File: config.mk
export PLATFORM = sky130hd
export DESIGN_NAME = wb_dram_arbiter
export DESIGN_NICKNAME = d
export VERILOG_FILES = /design/src/rtl/wb_dram_arbiter.sv
export SDC_FILE = /design/constraint.sdc
export NUM_CORES = 2
export LEC_CHECK = 0
export CAP_MARGIN = 20
export CORE_AREA = 2 2 766 768
export CTS_CLUSTER_DIAMETER = 80
export CTS_CLUSTER_SIZE = 12
export DETAILED_ROUTE_END_ITERATION = 10
export DIE_AREA = 0 0 768 770
export MAX_ROUTING_LAYER = met4
export PLACE_DENSITY = 0.3
export SLEW_MARGIN = 20
export SYNTH_ARGS = -nofsm -noshare
export SYNTH_HDL_FRONTEND = slang
export SYNTH_SLANG_ARGS = --single-unit
export TNS_END_PERCENT = 100
File: constraint.sdc
create_clock -name sys_clk -period 3.2 [get_ports sys_clk]
set_clock_uncertainty 0.2 [all_clocks]
set_input_delay 0.64 -clock sys_clk [delete_from_list [all_inputs] [get_ports sys_clk]]
set_output_delay 0.64 -clock sys_clk [all_outputs]
set_load 0.01 [all_outputs]
File: src/rtl/wb_dram_arbiter.sv
// wb_dram_arbiter
//   Round-robin arbiter sharing the single Wishbone port of the DRAM wrapper
//   between NUM_MASTERS requesters. One transaction is in flight at a time.
//   A per-transaction watchdog converts a hung downstream access into an
//   error pulse to the requester. No grant is issued until the DRAM reports
//   initialized. Everything runs on the rising edge of sys_clk.
//
// Ports
//   sys_clk, rst_n      clock, asynchronous active-low reset
//   initialized_i       DRAM ready; gates new grants only
//   m_cyc_i / m_stb_i   per-master request (cyc & stb)
//   m_we_i              per-master write enable
//   m_addr_i, m_data_i  packed per-master address / write data (slice i)
//   m_data_o            shared read data, valid with the owning m_ack_o bit
//   m_ack_o, m_err_o    one-cycle acknowledge / timeout error per master
//   s_cyc_o .. s_data_o downstream request (registered, held while issued)
//   s_data_i, s_ack_i   downstream response
//   busy_o              high whenever the arbiter is not idle
module wb_dram_arbiter #(
  parameter int NUM_MASTERS    = 4,
  parameter int WORD_SIZE      = 256,
  parameter int ADDR_WIDTH     = 32,
  parameter int TIMEOUT_CYCLES = 4096
) (
  input  logic                              sys_clk,
  input  logic                              rst_n,
  input  logic                              initialized_i,
  input  logic [NUM_MASTERS-1:0]            m_cyc_i,
  input  logic [NUM_MASTERS-1:0]            m_stb_i,
  input  logic [NUM_MASTERS-1:0]            m_we_i,
  input  logic [NUM_MASTERS*ADDR_WIDTH-1:0] m_addr_i,
  input  logic [NUM_MASTERS*WORD_SIZE-1:0]  m_data_i,
  output logic [WORD_SIZE-1:0]              m_data_o,
  output logic [NUM_MASTERS-1:0]            m_ack_o,
  output logic [NUM_MASTERS-1:0]            m_err_o,
  output logic                              s_cyc_o,
  output logic                              s_stb_o,
  output logic                              s_we_o,
  output logic [ADDR_WIDTH-1:0]             s_addr_o,
  output logic [WORD_SIZE-1:0]              s_data_o,
  input  logic [WORD_SIZE-1:0]              s_data_i,
  input  logic                              s_ack_i,
  output logic                              busy_o
);

  localparam int IDX_W = (NUM_MASTERS > 1) ? $clog2(NUM_MASTERS) : 1;
  localparam int CNT_W = (TIMEOUT_CYCLES > 1) ? $clog2(TIMEOUT_CYCLES) : 1;
  localparam logic [CNT_W-1:0] WDOG_LAST = CNT_W'(TIMEOUT_CYCLES - 1);
  localparam logic [IDX_W-1:0] LAST_INIT = IDX_W'(NUM_MASTERS - 1);

  typedef enum logic [1:0] {
    IDLE    = 2'd0,
    ISSUE   = 2'd1,
    DRAIN   = 2'd2,
    HOLDOFF = 2'd3
  } state_t;

  state_t                 state, state_nxt;
  logic [IDX_W-1:0]       grant, grant_nxt;
  logic [IDX_W-1:0]       last_grant, last_grant_nxt;
  logic [CNT_W-1:0]       wdog, wdog_nxt;

  logic                   s_cyc_nxt, s_stb_nxt, s_we_nxt;
  logic [ADDR_WIDTH-1:0]  s_addr_nxt;
  logic [WORD_SIZE-1:0]   s_data_nxt;
  logic [WORD_SIZE-1:0]   m_data_nxt;
  logic [NUM_MASTERS-1:0] m_ack_nxt, m_err_nxt;

  logic [NUM_MASTERS-1:0] req;
  logic                   win_found;
  logic [IDX_W-1:0]       win_idx;
  logic [IDX_W-1:0]       cand;

  logic [ADDR_WIDTH-1:0]  addr_arr  [NUM_MASTERS];
  logic [WORD_SIZE-1:0]   wdata_arr [NUM_MASTERS];

  // Unpack the flat per-master buses so the winner can be selected by index.
  for (genvar g = 0; g < NUM_MASTERS; g++) begin : g_unpack
    assign addr_arr[g]  = m_addr_i[g*ADDR_WIDTH +: ADDR_WIDTH];
    assign wdata_arr[g] = m_data_i[g*WORD_SIZE +: WORD_SIZE];
  end

  assign req    = m_cyc_i & m_stb_i;
  assign busy_o = (state != IDLE);

  // Round-robin pick: scan starting one past the last served master so the
  // most recently served requester has the lowest priority.
  always_comb begin
    win_found = 1'b0;
    win_idx   = '0;
    cand      = '0;
    for (int k = 1; k <= NUM_MASTERS; k++) begin
      cand = IDX_W'((int'(last_grant) + k) % NUM_MASTERS);
      if (!win_found && req[cand]) begin
        win_found = 1'b1;
        win_idx   = cand;
      end
    end
  end

  // Next-state and registered-output logic.
  always_comb begin
    state_nxt      = state;
    grant_nxt      = grant;
    last_grant_nxt = last_grant;
    wdog_nxt       = wdog;
    s_cyc_nxt      = s_cyc_o;
    s_stb_nxt      = s_stb_o;
    s_we_nxt       = s_we_o;
    s_addr_nxt     = s_addr_o;
    s_data_nxt     = s_data_o;
    m_data_nxt     = m_data_o;
    m_ack_nxt      = '0;
    m_err_nxt      = '0;

    case (state)
      IDLE: begin
        if (initialized_i && win_found) begin
          state_nxt  = ISSUE;
          grant_nxt  = win_idx;
          wdog_nxt   = '0;
          s_cyc_nxt  = 1'b1;
          s_stb_nxt  = 1'b1;
          s_we_nxt   = m_we_i[win_idx];
          s_addr_nxt = addr_arr[win_idx];
          s_data_nxt = wdata_arr[win_idx];
        end
      end

      ISSUE: begin
        // An ack arriving on the very cycle the watchdog expires wins.
        if (s_ack_i) begin
          state_nxt         = HOLDOFF;
          s_cyc_nxt         = 1'b0;
          s_stb_nxt         = 1'b0;
          s_we_nxt          = 1'b0;
          m_data_nxt        = s_data_i;
          m_ack_nxt[grant]  = 1'b1;
          last_grant_nxt    = grant;
          wdog_nxt          = '0;
        end else if (wdog == WDOG_LAST) begin
          state_nxt         = DRAIN;
          s_cyc_nxt         = 1'b0;
          s_stb_nxt         = 1'b0;
          m_err_nxt[grant]  = 1'b1;
          last_grant_nxt    = grant;
          wdog_nxt          = '0;
        end else begin
          wdog_nxt = wdog + CNT_W'(1);
        end
      end

      // The DRAM already accepted the request; swallow its late ack and data.
      DRAIN: begin
        if (s_ack_i) begin
          state_nxt = HOLDOFF;
        end
      end

      // One dead cycle so the served master can drop stb before re-arbitration.
      HOLDOFF: begin
        state_nxt = IDLE;
      end

      default: begin
        state_nxt = IDLE;
      end
    endcase
  end

  always_ff @(posedge sys_clk or negedge rst_n) begin
    if (!rst_n) begin
      state      <= IDLE;
      grant      <= '0;
      last_grant <= LAST_INIT;
      wdog       <= '0;
      s_cyc_o    <= 1'b0;
      s_stb_o    <= 1'b0;
      s_we_o     <= 1'b0;
      s_addr_o   <= '0;
      s_data_o   <= '0;
      m_data_o   <= '0;
      m_ack_o    <= '0;
      m_err_o    <= '0;
    end else begin
      state      <= state_nxt;
      grant      <= grant_nxt;
      last_grant <= last_grant_nxt;
      wdog       <= wdog_nxt;
      s_cyc_o    <= s_cyc_nxt;
      s_stb_o    <= s_stb_nxt;
      s_we_o     <= s_we_nxt;
      s_addr_o   <= s_addr_nxt;
      s_data_o   <= s_data_nxt;
      m_data_o   <= m_data_nxt;
      m_ack_o    <= m_ack_nxt;
      m_err_o    <= m_err_nxt;
    end
  end

endmodule

After elaboration in Yosys (flattened, before gate mapping)
Index checks and enable logic that the tools add are counted.
{ "word_totals": {"in_bits": 1424, "register_bits": 572, "n_memories": 0, "romBits": 0, "wordCells": 102, "ramBits": 0, "latch_bits": 0} }
{ "classes": {"n_lt_le_gt_ge": 8, "n_bitwise": 2, "n_shift": 0, "addsub": 5, "muxes": 49, "n_mul": 0, "div_mod_pow": 0, "n_reduce_logical": 19, "n_eq_ne": 8} }
{ "op_table": {"columns": ["op", "n"], "rows": [
  ["binary-select mux 256 bit (select 2 bit)", 1],
  ["two-way mux 256 bit", 2],
  ["binary-select mux 32 bit (select 2 bit)", 1],
  ["two-way mux 32 bit", 2],
  ["two-way mux 12 bit", 3],
  ["one-hot mux 12 bit (2 select lines)", 1],
  ["two-way mux 2 bit", 10],
  ["two-way mux 4 bit", 5],
  ["< comparator 2 x 3 -> 1 bit, second input constant", 6],
  ["two-way mux 1 bit", 15],
  ["adder 12 x 1 -> 12 bit, second input constant", 1],
  ["equality test 12 bit, second input constant", 1],
  ["binary-select mux 1 bit (select 2 bit)", 5],
  ["AND reduction 3 bit", 3],
  ["one-hot mux 2 bit (4 select lines)", 1],
  ["AND reduction 2 bit", 4],
  ["inequality test 2 bit, second input constant", 3],
  ["nonzero test 2 bit", 3],
  ["logical AND 1 bit", 5],
  ["adder 2 x 1 -> 2 bit, second input constant", 2],
  ["adder 2 bit, second input constant", 2],
  ["AND 4 bit", 1],
  ["equality test 2 bit, second input constant", 2],
  ["one-hot mux 1 bit (2 select lines)", 2],
  ["8 further kinds", 10]
]} }

Depth between registers and ports, before layout
{ "depth": {"word_depth": 17, "mapped_depth": 10, "depth_no_buf": 8} }

Worst setup path after synthesis
No wires, ideal clock.
{ "synth_path": {"path_type": "input-to-reg", "start": "input port m_cyc_i[3]", "end": "register s_data_o[135]", "n_path_buf": 2, "stages": 8, "arrival_time_ns": 2.074, "setup_ns": 0.127, "required_time_ns": 2.873, "setup_slack_ns": 0.799, "path_cell_list": "nand2_2 a2bb2oi_1 a221oi_2 buf_4 buf_4 mux2_2 o22ai_1 nor3_2"} }
{ "synth_between": {"elab_chain_cells": 17, "word_cells_on_any_way": 29, "classes_between": "mux: 19; bitwise: 2; reduce/logical: 8"} }
{ "synth_lines": {"columns": ["item", "line_no", "text"], "rows": [
  ["start: declaration", "28", "input logic [NUM_MASTERS-1:0] m_cyc_i,"],
  ["AND 4 bit *", "83", "assign req = m_cyc_i & m_stb_i;"],
  ["binary-select mux 1 bit (select 2 bit)", "94", "if (!win_found && req[cand]) begin"],
  ["two-way mux 1 bit (not written as such)", "94", null],
  ["two-way mux 1 bit", "94", null],
  ["zero test 1 bit", "94", null],
  ["logical AND 1 bit", "94", null],
  ["two-way mux 1 bit", "94", null],
  ["zero test 1 bit", "94", null],
  ["logical AND 1 bit", "94", null],
  ["two-way mux 1 bit", "94", null],
  ["zero test 1 bit", "94", null],
  ["logical AND 1 bit", "94", null],
  ["two-way mux 2 bit", "94", null],
  ["NOT 2 -> 3 bit (not written as such)", "126", "s_data_nxt = wdata_arr[win_idx];"],
  ["binary-select mux 256 bit (select 2 bit)", "126", null],
  ["two-way mux 256 bit (not written as such) (2 in series)", "126", null],
  ["end signal: assignment", "194", "s_data_o <= s_data_nxt;"],
  ["end: declaration", "40", "output logic [WORD_SIZE-1:0] s_data_o,"]
]} }
Mark *: on every way between the ends. The rest lies on a longest branch, timed or not. The select of a mux whose other input is x is not followed.
A chain may end at the register's enable or synchronous reset.

Worst setup path after layout
{ "layout_path": {"start": "register s_data_o[255]", "end": "output port s_data_o[255]"} }
No word-level cell between the ends.

==> results.yml <==
placed_design:
  port_buffers: 1979
  gp_congestion: 0.932
  hpwlAfterDp_mm: 388
critical_path:
  r2r_slack_ns: 0.34
  timing.rr.start: "last_grant[1]$_DFFE_PN1P_"
  cp_top_family: "buffers and inverters"
  crit_arrival_ns: 2.24
  crit_path_cell_trace: "clkdlybuf4s50_1"
  endpoint_kind: "output port"
  criticalPathCategory: "reg -> out"
  slowest_delay_ns: 1.06
  slowest_stage: "clkdlybuf4s50_1"
  crit_start: "s_data_o[255]$_DFFE_PN0P_"
  reg2reg_depth: 9
  crit_cells: 1
  cp_max_fo: 2
  r2r_end: "s_data_o[85]$_DFFE_PN0P_"
  path_buf_inv: 1
  required_ns: 2.36
  endpoint: "s_data_o[255]"
  cp-start-kind: "flop"
route:
  avgRoutedWirePerCell_um: 34.1
  drt_iter0_drc: 1686
  drc: 0
  vias_per_cell: 2.80
  drtPass1Iterations: 5
  ant_nets: 0
  drt_wl_total_mm: 433
  via_count: 35536
global_route:
  grtUsageTotal_pct: 14.5
  use_met2_pct: 24.0
  groute.layer.met3.usage_pct: 6.46
  overflow: 0
  grt-busiest-layer: "met2"
  grt_max_degree: 60
  first_global_vias: 37508
  antenna_found_initial: 329
  met1_usage_pct: 15.9
  grt_pass1_wl_mm: 522
sta:
  fin_crit_ns: 3.08
  rsz0062_at_grt: "no"
  tightest_slew_ns: 0.881
  finalSetupViolCount: 0
  maxSlewViolCount: 0
  finalCritPeriodShare_pct: 96.3
  setup_tns_ns: 0
  fmax_ghz: 0.325
  finalHoldViolCount: 0
  slew_headroom_pct: 41.1
synth:
  netlist_area_sq_um: 31200
  synthDistinctLibCells: 45
  synth_warnings: 0
  synth-edff-count: 0
  yosysSeqAreaShare_pct: 45.9
  synthArstFlopShare_pct: 100
  syn_nets: 4077
  netlist_instances: 2648
  avgSynthCellArea_sq_um: 11.8
  yosys_most_used_dff: "dfrtp_1"
  ys_seq_elements: 572
power_and_ir_drop:
  finalPower_mw: 55.9
  leakagePower_nw: 21.7
  p_per_area_nw_per_um2: 851
  vdd_drop_max_v: 0.000471
die:
  fp-row-count: 281
  ios: 1980
  dieArea_sq_um: 591000
  start_util_pct: 5.34
  core-area_sq_um: 584000
  die_height_um: 770
  fp.dieW_um: 768
cells_and_area:
  final_common_cell: "clkdlybuf4s50_1"
  drive_gt1_share_pct: 26.0
  final_cell_mix: "1894 x clkdlybuf4s50_1, 570 x dfrtp_1, 546 x mux2_2, 463 x a211oi_1, 289 x o22ai_1"
  fin_nets: 6147
  synthToLayoutAreaGrowth_pct: 110
clock_tree:
  cts_root_buffer: "clkbuf_16"
  worstSkewPairLatency_ns: 0.84
  clkSinkCount: 572
  cts_tree: "done"
  post_cts_buffers: 0
  ctsHtreeMaxLevel: 3
  cts.clk_slew.worst_paths_ns: 0.07
  cts_buffer_depth: 4
  tritoncts.num_buffers: 93
min_path:
  min_path_type: "in -> reg"
job:
  drv_cap: 0
status:
  outcome: "completed"
[state kept, by name (all words and copies together), names as in the netlist]
name        flops
last_grant      2
grant           2
m_err_o         4
state           2
s_stb_o         1
s_addr_o       32
s_we_o          1
m_ack_o         4
m_data_o      256
wdog           12
s_data_o      256
[what timing repair did]
action,in CTS,in global routing
hold buffers,1,0
endpoints found under the hold margin,153,0
setup endpoints to repair,11,7
gates resized for setup,11,7
gates cloned,0,0
[stage by stage]
step | std cells | cell area (sq um) | util, % | setup WS, ns | hold slack [ns]
floorplan | 2648 | 31200 | - | 0.799 | 0.144
global placement | 12404 | 62100 | 10.6 | -0.670 | 0.282
detailed placement | 12404 | 62100 | 10.6 | -0.701 | 0.292
CTS | 12569 | 65300 | 11.2 | 0.00303 | 0.00403
global route | 12677 | 65600 | 11.2 | 0.0368 | 0.0685
finish | 12685 | 65600 | 11.2 | 0.119 | 0.151
[worst min-delay path by stage]
stage / startpoint / end / slack, ns / cells past startpoint
after floorplan: rst_n / grant[0]$_DFFE_PN0P_ / 0.14 / 0
after global placement: wdog[1]$_DFFE_PN0P_ / wdog[1]$_DFFE_PN0P_ / 0.28 / 2
after detailed placement: m_data_o[33]$_DFFE_PN0P_ / m_data_o[33]$_DFFE_PN0P_ / 0.29 / 1
after CTS: s_data_i[13] / m_data_o[13]$_DFFE_PN0P_ / 0.004 / 2
after global routing: s_data_i[248] / m_data_o[248]$_DFFE_PN0P_ / 0.07 / 2
final: s_data_i[13] / m_data_o[13]$_DFFE_PN0P_ / 0.15 / 2
[final cells by class]
| class | instances | area (sq um) |
|---|---|---|
| Clock buffer | 112 | 2530 |
| Multi-Input combinational cell | 1814 | 15500 |
| Antenna cell | 116 | 290 |
| Sequential cell | 572 | 14300 |
| Clock inverter | 52 | 682 |
| Fill cell | 66875 | 518000 |
| Inverter | 9 | 33.8 |
| Timing Repair Buffer | 2228 | 22500 |
| Tap cell | 7782 | 9740 |
[where the power goes]
group          internal (mW)  leakage (nW)  switching (mW)
clock network           6.58          1.56            4.67
logic                   12.7          13.5            17.8
registers               10.9          6.65            3.20
[cell families (layout without fill, tap and decap cells)]
kind of cell,Yosys count,in the layout,share of synthesized area [%]
muxes,548,548,19.8
other,0,116,0
adders and majority gates,5,5,0.201
buffers and inverters,262,2401,4.50
AOI/OAI and AO/OA,898,898,22.1
xor gates and xnor gates,4,4,0.112
and+or+nand+nor,359,359,7.37
DFF,572,572,45.9
[per-layer routing]
layer,share of wire [%],vias to the layer above,wire [um]
li1,-,14926,-
met1,39,17953,170000
met2,47,2092,204000
met3,10,565,44600
met4,3.2,0,13600
met5,0,-,0
[cells in the mapped netlist (2+ instances only)]
library cell	instances	share of area, %
a211oi_1	463	11
a211oi_2	111	4.5
a21oi_1	5	0.080
a22o_1	2	0.056
a31oi_1	2	0.040
and2_1	2	0.040
buf_1	3	0.036
buf_2	102	1.6
buf_4	50	1.2
buf_6	14	0.51
clkbuf_1	84	1.0
dfrtp_1	570	46
dfstp_2	2	0.17
ha_1	5	0.20
inv_1	9	0.11
mux2_2	546	20
mux2i_1	2	0.064
nand2_1	21	0.25
nand2_2	2	0.040
nand2b_1	3	0.060
nand3_1	11	0.18
nand4_1	3	0.060
nor2_1	19	0.23
nor3_1	189	3.0
nor3_2	103	3.3
o21ai_0	15	0.24
o221ai_1	2	0.056
o22ai_1	289	5.8
xnor2_1	2	0.056
xor2_1	2	0.056
Note: power is estimated with default switching activity, not from simulation.
